[config.mk]
export PLATFORM = sky130hd
export DESIGN_NAME = mat_mult_seq
export DESIGN_NICKNAME = d
export VERILOG_FILES = /design/src/rtl/mat_mult_seq.sv
export SDC_FILE = /design/constraint.sdc
export NUM_CORES = 1
export LEC_CHECK = 0
export BUFFER_PORTS_ARGS = -buffer_cell sky130_fd_sc_hd__buf_2
export CORE_MARGIN = 10
export CORE_UTILIZATION = 55
export DETAILED_ROUTE_END_ITERATION = 8
export GPL_TIMING_DRIVEN = 0
export PLACE_DENSITY_LB_ADDON = 0.1
export SYNTH_ARGS = -nofsm -noshare
export SYNTH_HDL_FRONTEND = slang
export SYNTH_SLANG_ARGS = --single-unit
[constraint.sdc]
create_clock -name clk -period 9.2 [get_ports clk]
set_input_delay 0.92 -clock clk [delete_from_list [all_inputs] [get_ports clk]]
set_output_delay 0.92 -clock clk [all_outputs]
set_load 0.01 [all_outputs]
[src/rtl/mat_mult_seq.sv]
// Folded NxN matrix multiplier: C = A*B or C = C_prev + A*B, LANES shared MACs.
// Operand and result sides each use a valid/ready handshake; arithmetic wraps mod 2^BITS.
module mat_mult_seq #(
  parameter int BITS  = 8,
  parameter int N     = 4,
  parameter int LANES = 2
) (
  input  logic                  clk,
  input  logic                  rst_n,
  input  logic                  in_valid,
  output logic                  in_ready,
  input  logic                  acc_en,
  input  logic [N*N*BITS-1:0]   A,
  input  logic [N*N*BITS-1:0]   B,
  output logic                  out_valid,
  input  logic                  out_ready,
  output logic [N*N*BITS-1:0]   C,
  output logic                  busy
);

  localparam int CW = (N > 1) ? $clog2(N) : 1;
  localparam int IW = $clog2(N*N);

  localparam logic [1:0] S_IDLE    = 2'd0;
  localparam logic [1:0] S_COMPUTE = 2'd1;
  localparam logic [1:0] S_FLUSH   = 2'd2;
  localparam logic [1:0] S_DONE    = 2'd3;

  logic [1:0]            state;
  logic [N*N*BITS-1:0]   a_reg, b_reg, c_reg;
  logic                  acc_mode;
  logic [CW-1:0]         i, j, k;
  logic [BITS-1:0]       lane_sum, psum, acc, elem_sum, c_old;
  logic                  p_vld, p_first, p_last;
  logic [IW-1:0]         p_idx;
  logic                  last_k, last_j, last_i;
  int unsigned           ri, rj, rk;

  assign last_k = (k == CW'(N - LANES));
  assign last_j = (j == CW'(N - 1));
  assign last_i = (i == CW'(N - 1));

  // Lane l covers inner index k+l of element (i,j); lane products summed mod 2^BITS.
  always_comb begin
    ri       = 32'(i);
    rj       = 32'(j);
    rk       = 0;
    lane_sum = '0;
    for (int unsigned l = 0; l < LANES; l++) begin
      rk       = 32'(k) + l;
      lane_sum = lane_sum + a_reg[BITS*(ri*N + rk) +: BITS] * b_reg[BITS*(rk*N + rj) +: BITS];
    end
  end

  assign elem_sum = (p_first ? '0 : acc) + psum;
  assign c_old    = c_reg[BITS*32'(p_idx) +: BITS];

  // Two-stage datapath: lane sums are registered, then folded into the element
  // accumulator; the FLUSH cycle drains the final element before DONE.
  always_ff @(posedge clk or negedge rst_n) begin
    if (!rst_n) begin
      state    <= S_IDLE;
      a_reg    <= '0;
      b_reg    <= '0;
      c_reg    <= '0;
      acc_mode <= 1'b0;
      i        <= '0;
      j        <= '0;
      k        <= '0;
      psum     <= '0;
      acc      <= '0;
      p_vld    <= 1'b0;
      p_first  <= 1'b0;
      p_last   <= 1'b0;
      p_idx    <= '0;
    end else begin
      p_vld <= 1'b0;
      if (p_vld) begin
        if (p_last) c_reg[BITS*32'(p_idx) +: BITS] <= elem_sum + (acc_mode ? c_old : '0);
        else        acc <= elem_sum;
      end
      case (state)
        S_IDLE: begin
          if (in_valid) begin
            a_reg    <= A;
            b_reg    <= B;
            acc_mode <= acc_en;
            if (!acc_en) c_reg <= '0;
            i        <= '0;
            j        <= '0;
            k        <= '0;
            state    <= S_COMPUTE;
          end
        end
        S_COMPUTE: begin
          p_vld   <= 1'b1;
          psum    <= lane_sum;
          p_first <= (k == '0);
          p_last  <= last_k;
          p_idx   <= IW'(32'(i)*N + 32'(j));
          if (last_k) begin
            k <= '0;
            if (last_j) begin
              j <= '0;
              if (last_i) begin
                i     <= '0;
                state <= S_FLUSH;
              end else begin
                i <= i + 1'b1;
              end
            end else begin
              j <= j + 1'b1;
            end
          end else begin
            k <= k + CW'(LANES);
          end
        end
        S_FLUSH: state <= S_DONE;
        default: if (out_ready) state <= S_IDLE;
      endcase
    end
  end

  assign in_ready  = (state == S_IDLE);
  assign out_valid = (state == S_DONE);
  assign busy      = (state == S_COMPUTE) || (state == S_FLUSH);
  assign C         = c_reg;

endmodule

# Word level (Yosys, flattened, before mapping)
# Index checks and enable logic that the tools add are counted.
# totals
register_bits	416
inputBits	261
wordCells	83
# op_classes
add_sub_neg	13
multipliers	2
eq_ne	10
shifts	7
mux	25
bitwise_logic	1
n_reduce_logical	11
# ops
operator	count
128-bit two-way mux	5
128-bit by 9-bit indexed part select with 8-bit output	3
128-bit bitwise mux	1
8-bit by 34-bit variable shift with 128-bit output, first input constant	1
128-bit by 10-bit indexed part select with 8-bit output	1
128-bit by 8-bit indexed part select with 8-bit output	1
8-bit by 34-bit indexed part select with 128-bit output	1
7-bit negator with 34-bit output	1
8-bit adder	3
2-bit two-way mux	12
8-bit by 8-bit multiplier with 8-bit output	2
8-bit two-way mux	2
2-bit case mux with 2 select lines	3
4-bit by 2-bit adder with 5-bit output	2
2-bit == test, second input constant	5
2-bit inequality test, second input constant	4
5-bit by 2-bit adder with 6-bit output	1
2-bit case mux with 3 select lines	1
2-bit AND reduction	3
4-bit by 3-bit adder with 5-bit output	1
5-bit AND reduction	1
2-bit by 1-bit adder with 2-bit output, second input constant	2
4-bit by 2-bit adder with 4-bit output	1
2-bit zero test	2
10 further kinds	10

# Logic depth before layout (Yosys ltp)
# depth
word_depth	10
depth_mapped	27
ltp_nobuf	24

# Worst setup path after synthesis
# Ideal clock, no wire load.
# synth_timing
path_kind	register to register
startpoint	reg k[1]
endpoint	reg psum[7]
arrival_ps	5945
path_slack_ps	3120
stages_incl_launch_ff	25
path_buffers	4
period_less_slack_ps	6080
path_cell_list	dfrtp_1 -> buf_6 -> buf_6 -> buf_6 -> buf_2 -> mux4_2 -> mux2i_1 -> or2_2 -> fa_1 -> fa_1 -> fa_1 -> inv_1 -> fa_1 -> inv_1 -> fa_1 -> fa_1 -> inv_1 -> ha_1 -> a21oi_1 -> o21ai_0 -> xor2_1 -> xnor2_1 -> xnor2_1 -> xnor2_1 -> a21oi_1
# synth_via
elab_chain_len	5
word_cells_on_any_way	12
classes_between	add/sub: 6; mul: 2; shift: 4
# synth_rtl
element	line	rtl
start: declaration	32	logic [CW-1:0] i, j, k;
start signal: assignment	115	k <= k + CW'(LANES);
2-bit by 1-bit adder with 3-bit output	50	rk = 32'(k) + l;
5-bit by 2-bit adder with 6-bit output or 4-bit by 3-bit adder with 5-bit output (tied branches)	51	lane_sum = lane_sum + a_reg[BITS*(ri*N + rk) +: BITS] * b_reg[BITS*(rk*N + rj) +: BITS];
128-bit by 10-bit indexed part select with 8-bit output or 128-bit by 9-bit indexed part select with 8-bit output (tied branches)	51	
8-bit by 8-bit multiplier with 8-bit output	51	
8-bit adder (*)	51	
end signal: assignment	97	psum <= lane_sum;
end: declaration	33	logic [BITS-1:0] lane_sum, psum, acc, elem_sum, c_old;
# Mark *: on every way between the ends. The rest lies on a longest branch, timed or not.
# A chain may end at the register's enable or synchronous reset.

# Final worst setup path
# Ends and elaborated chain as after synthesis.

==> reports/metrics.cfg <==
[synth]
syn_area_sq_um=21700
ys_warn_count=0
synth_area_leaders=dfrtp_1 (48%), mux2_2 (14%), mux4_2 (10%)
ys_ff_latch=415
synth_edf_count=0
ys_seq_area_frac=0.479
synth_top_area_share=0.479
yosysTopAreaCell=dfrtp_1
syn_avg_cell_area_sq_um=12.6
syn_inst=1717
synth_top_flop_cell=dfrtp_1
synthesis.nets=2072
synthDistinctLibCells=46
synthArstFlopShare=1.00

[setup_path]
required_ps=9650
r2r-end=psum[7]$_DFFE_PN0P_
crit_type=reg2reg
path_max_fanout=10
r2r_cells=24
setup.worst_path.start_class=flop
arrival_ps=7550
startpoint=k[1]$_DFFE_PN0P_
regToRegSetupSlack_ps=2090
r2r_start=k[1]$_DFFE_PN0P_
end_kind=flop

[routing]
dr.pass1.iters=6
viasPerCell=5.83
avgRoutedWirePerCell_um=25.7
drtAntennaViolNets=0
num_vias=15800
drc=0
drt_wl_total_mm=69.8
initialDrtViolationCount=1547

[placed_design]
placed_area_sq_um=24400
place_congestion=0.957
dp_hpwl_mm=54.0
port_buffers=390

[die]
rows=72
start_util=0.558
ios=392
die-area_sq_um=47700
die_h_um=218
die_w_um=218
core_region_area_sq_um=38800

[sta]
worst_pin_slew_ps=1070
grt_setup_unrepaired=no
fmax_mhz=141
skew_ps=17.6
maxSlewViolCount=0
timing.final.crit_share=0.772
setup_viol=0
hold_violations=0
period_minus_slack_ps=7110
worst_slew_margin_rel=0.285

[grt]
first_global_vias=17000
antenna_found_initial=14
grt_max_degree=119
grt_pass1_wl_mm=105
track_usage=0.293
grt_overflow_total=0

[clock_network]
root_buffer=clkbuf_16
cts_hold_buf=0
clk_latency_ps=580
cts_buffers=46
clkTransAtPathRegs_ps=70
post_cts_buffers=0
clk_path_buf_depth=3
cts_tree=yes
cts.repair.resized=0
cts.sinks=415
cts-htree-levels=2

[cells_and_area]
final_cell_mix=dfrtp_1 (415), buf_2 (400), mux2_2 (272)
final_common_cell=dfrtp_1
drive_above_1_share=0.399
areaGrowthSynthToFinish_pct=19.7
design_area_sq_um=25900
fin_nets=2513

[outcome]
status=completed

[hold_path]
hold_path.class=in2async

[flow_run]
maxCapViolCount=0

-- per-layer routing --
metal  track usage  share of wire
met5             0         0.0017
met1         0.388           0.41
met2         0.474           0.48
met4        0.0879          0.027
met3        0.0669          0.076
-- how the worst max path moves through the flow --
stage	to	slack, ps	depth (start not counted)
floorplan	psum[7]$_DFFE_PN0P_	3120	24
global placement	b_reg[68]$_DFFE_PN0P_	-1030	1
detailed placement	psum[7]$_DFFE_PN0P_	2030	24
CTS	psum[7]$_DFFE_PN0P_	2000	24
global route	psum[7]$_DFFE_PN0P_	1670	24
finish	psum[7]$_DFFE_PN0P_	2090	24
-- worst max-delay path, cell delays in order, from the launching register on --
cell	delay [ps]
dfrtp_1	360
buf_6	150
buf_6	210
buf_6	220
buf_2	340
mux4_2	380
mux2i_1	530
or2_2	240
fa_1	460
fa_1	510
fa_1	510
inv_1	50
fa_1	540
inv_1	50
fa_1	450
fa_1	510
inv_1	60
ha_1	320
a21oi_1	160
o21ai_0	150
xor2_1	200
xnor2_1	140
xnor2_1	190
xnor2_1	140
a21oi_1	80
-- logic make-up (layout without fill, tap and decap cells) --
family,count (synthesis),in the layout,share of synthesized area
DFF,415,415,0.479
adders and majority gates,94,94,0.0657
xor gates and xnor gates,48,48,0.0194
buffers and inverters,170,644,0.0344
other,1,6,0.000173
muxes,458,458,0.285
and+or+nand+nor,394,394,0.0791
AOI/OAI and AO/OA,137,137,0.0362
-- cells in the mapped netlist (all sizes together) (2+ instances only) --
master  number
a21o         7
xnor2       39
or3          7
nand2       49
mux2       272
mux2i       86
and2        10
nand2b      11
nand3       10
o21ai       15
mux4       100
a211oi       2
buf         35
and3         5
dfrtp      415
a32oi        2
xor2         9
nor3        50
clkbuf      69
nor2b       12
inv         66
or2         16
a21oi       90
o21bai       4
ha          61
fa          33
a22oi       11
nor2       221
nand4        2
-- metrics by stage --
stage	setup TNS [ps]	util	setup WS (ps)	hold slack, ps	std cells
global placement	-402810	0.625	-1030	468	2625
finish	0	0.668	2090	317	2714
CTS	0	0.667	2000	333	2709
detailed placement	0	0.627	2030	485	2628
global route	0	0.667	1670	363	2710
floorplan	0	-	3120	451	1717
-- area by class of cell --
type	instances	area (sq um)
diodes	5	12.5
plain buffers	104	494
clock buffers	74	1440
clock inverters	7	116
fillers	3006	12900
inverters	66	250
multi-input cells	1132	10500
flip-flops and latches	415	10400
well taps	518	648
repair buffers	393	2040
Power is left out: the tool's default activity adds up to more than one toggle a clock period on the data nets, which glitch-free logic cannot reach.
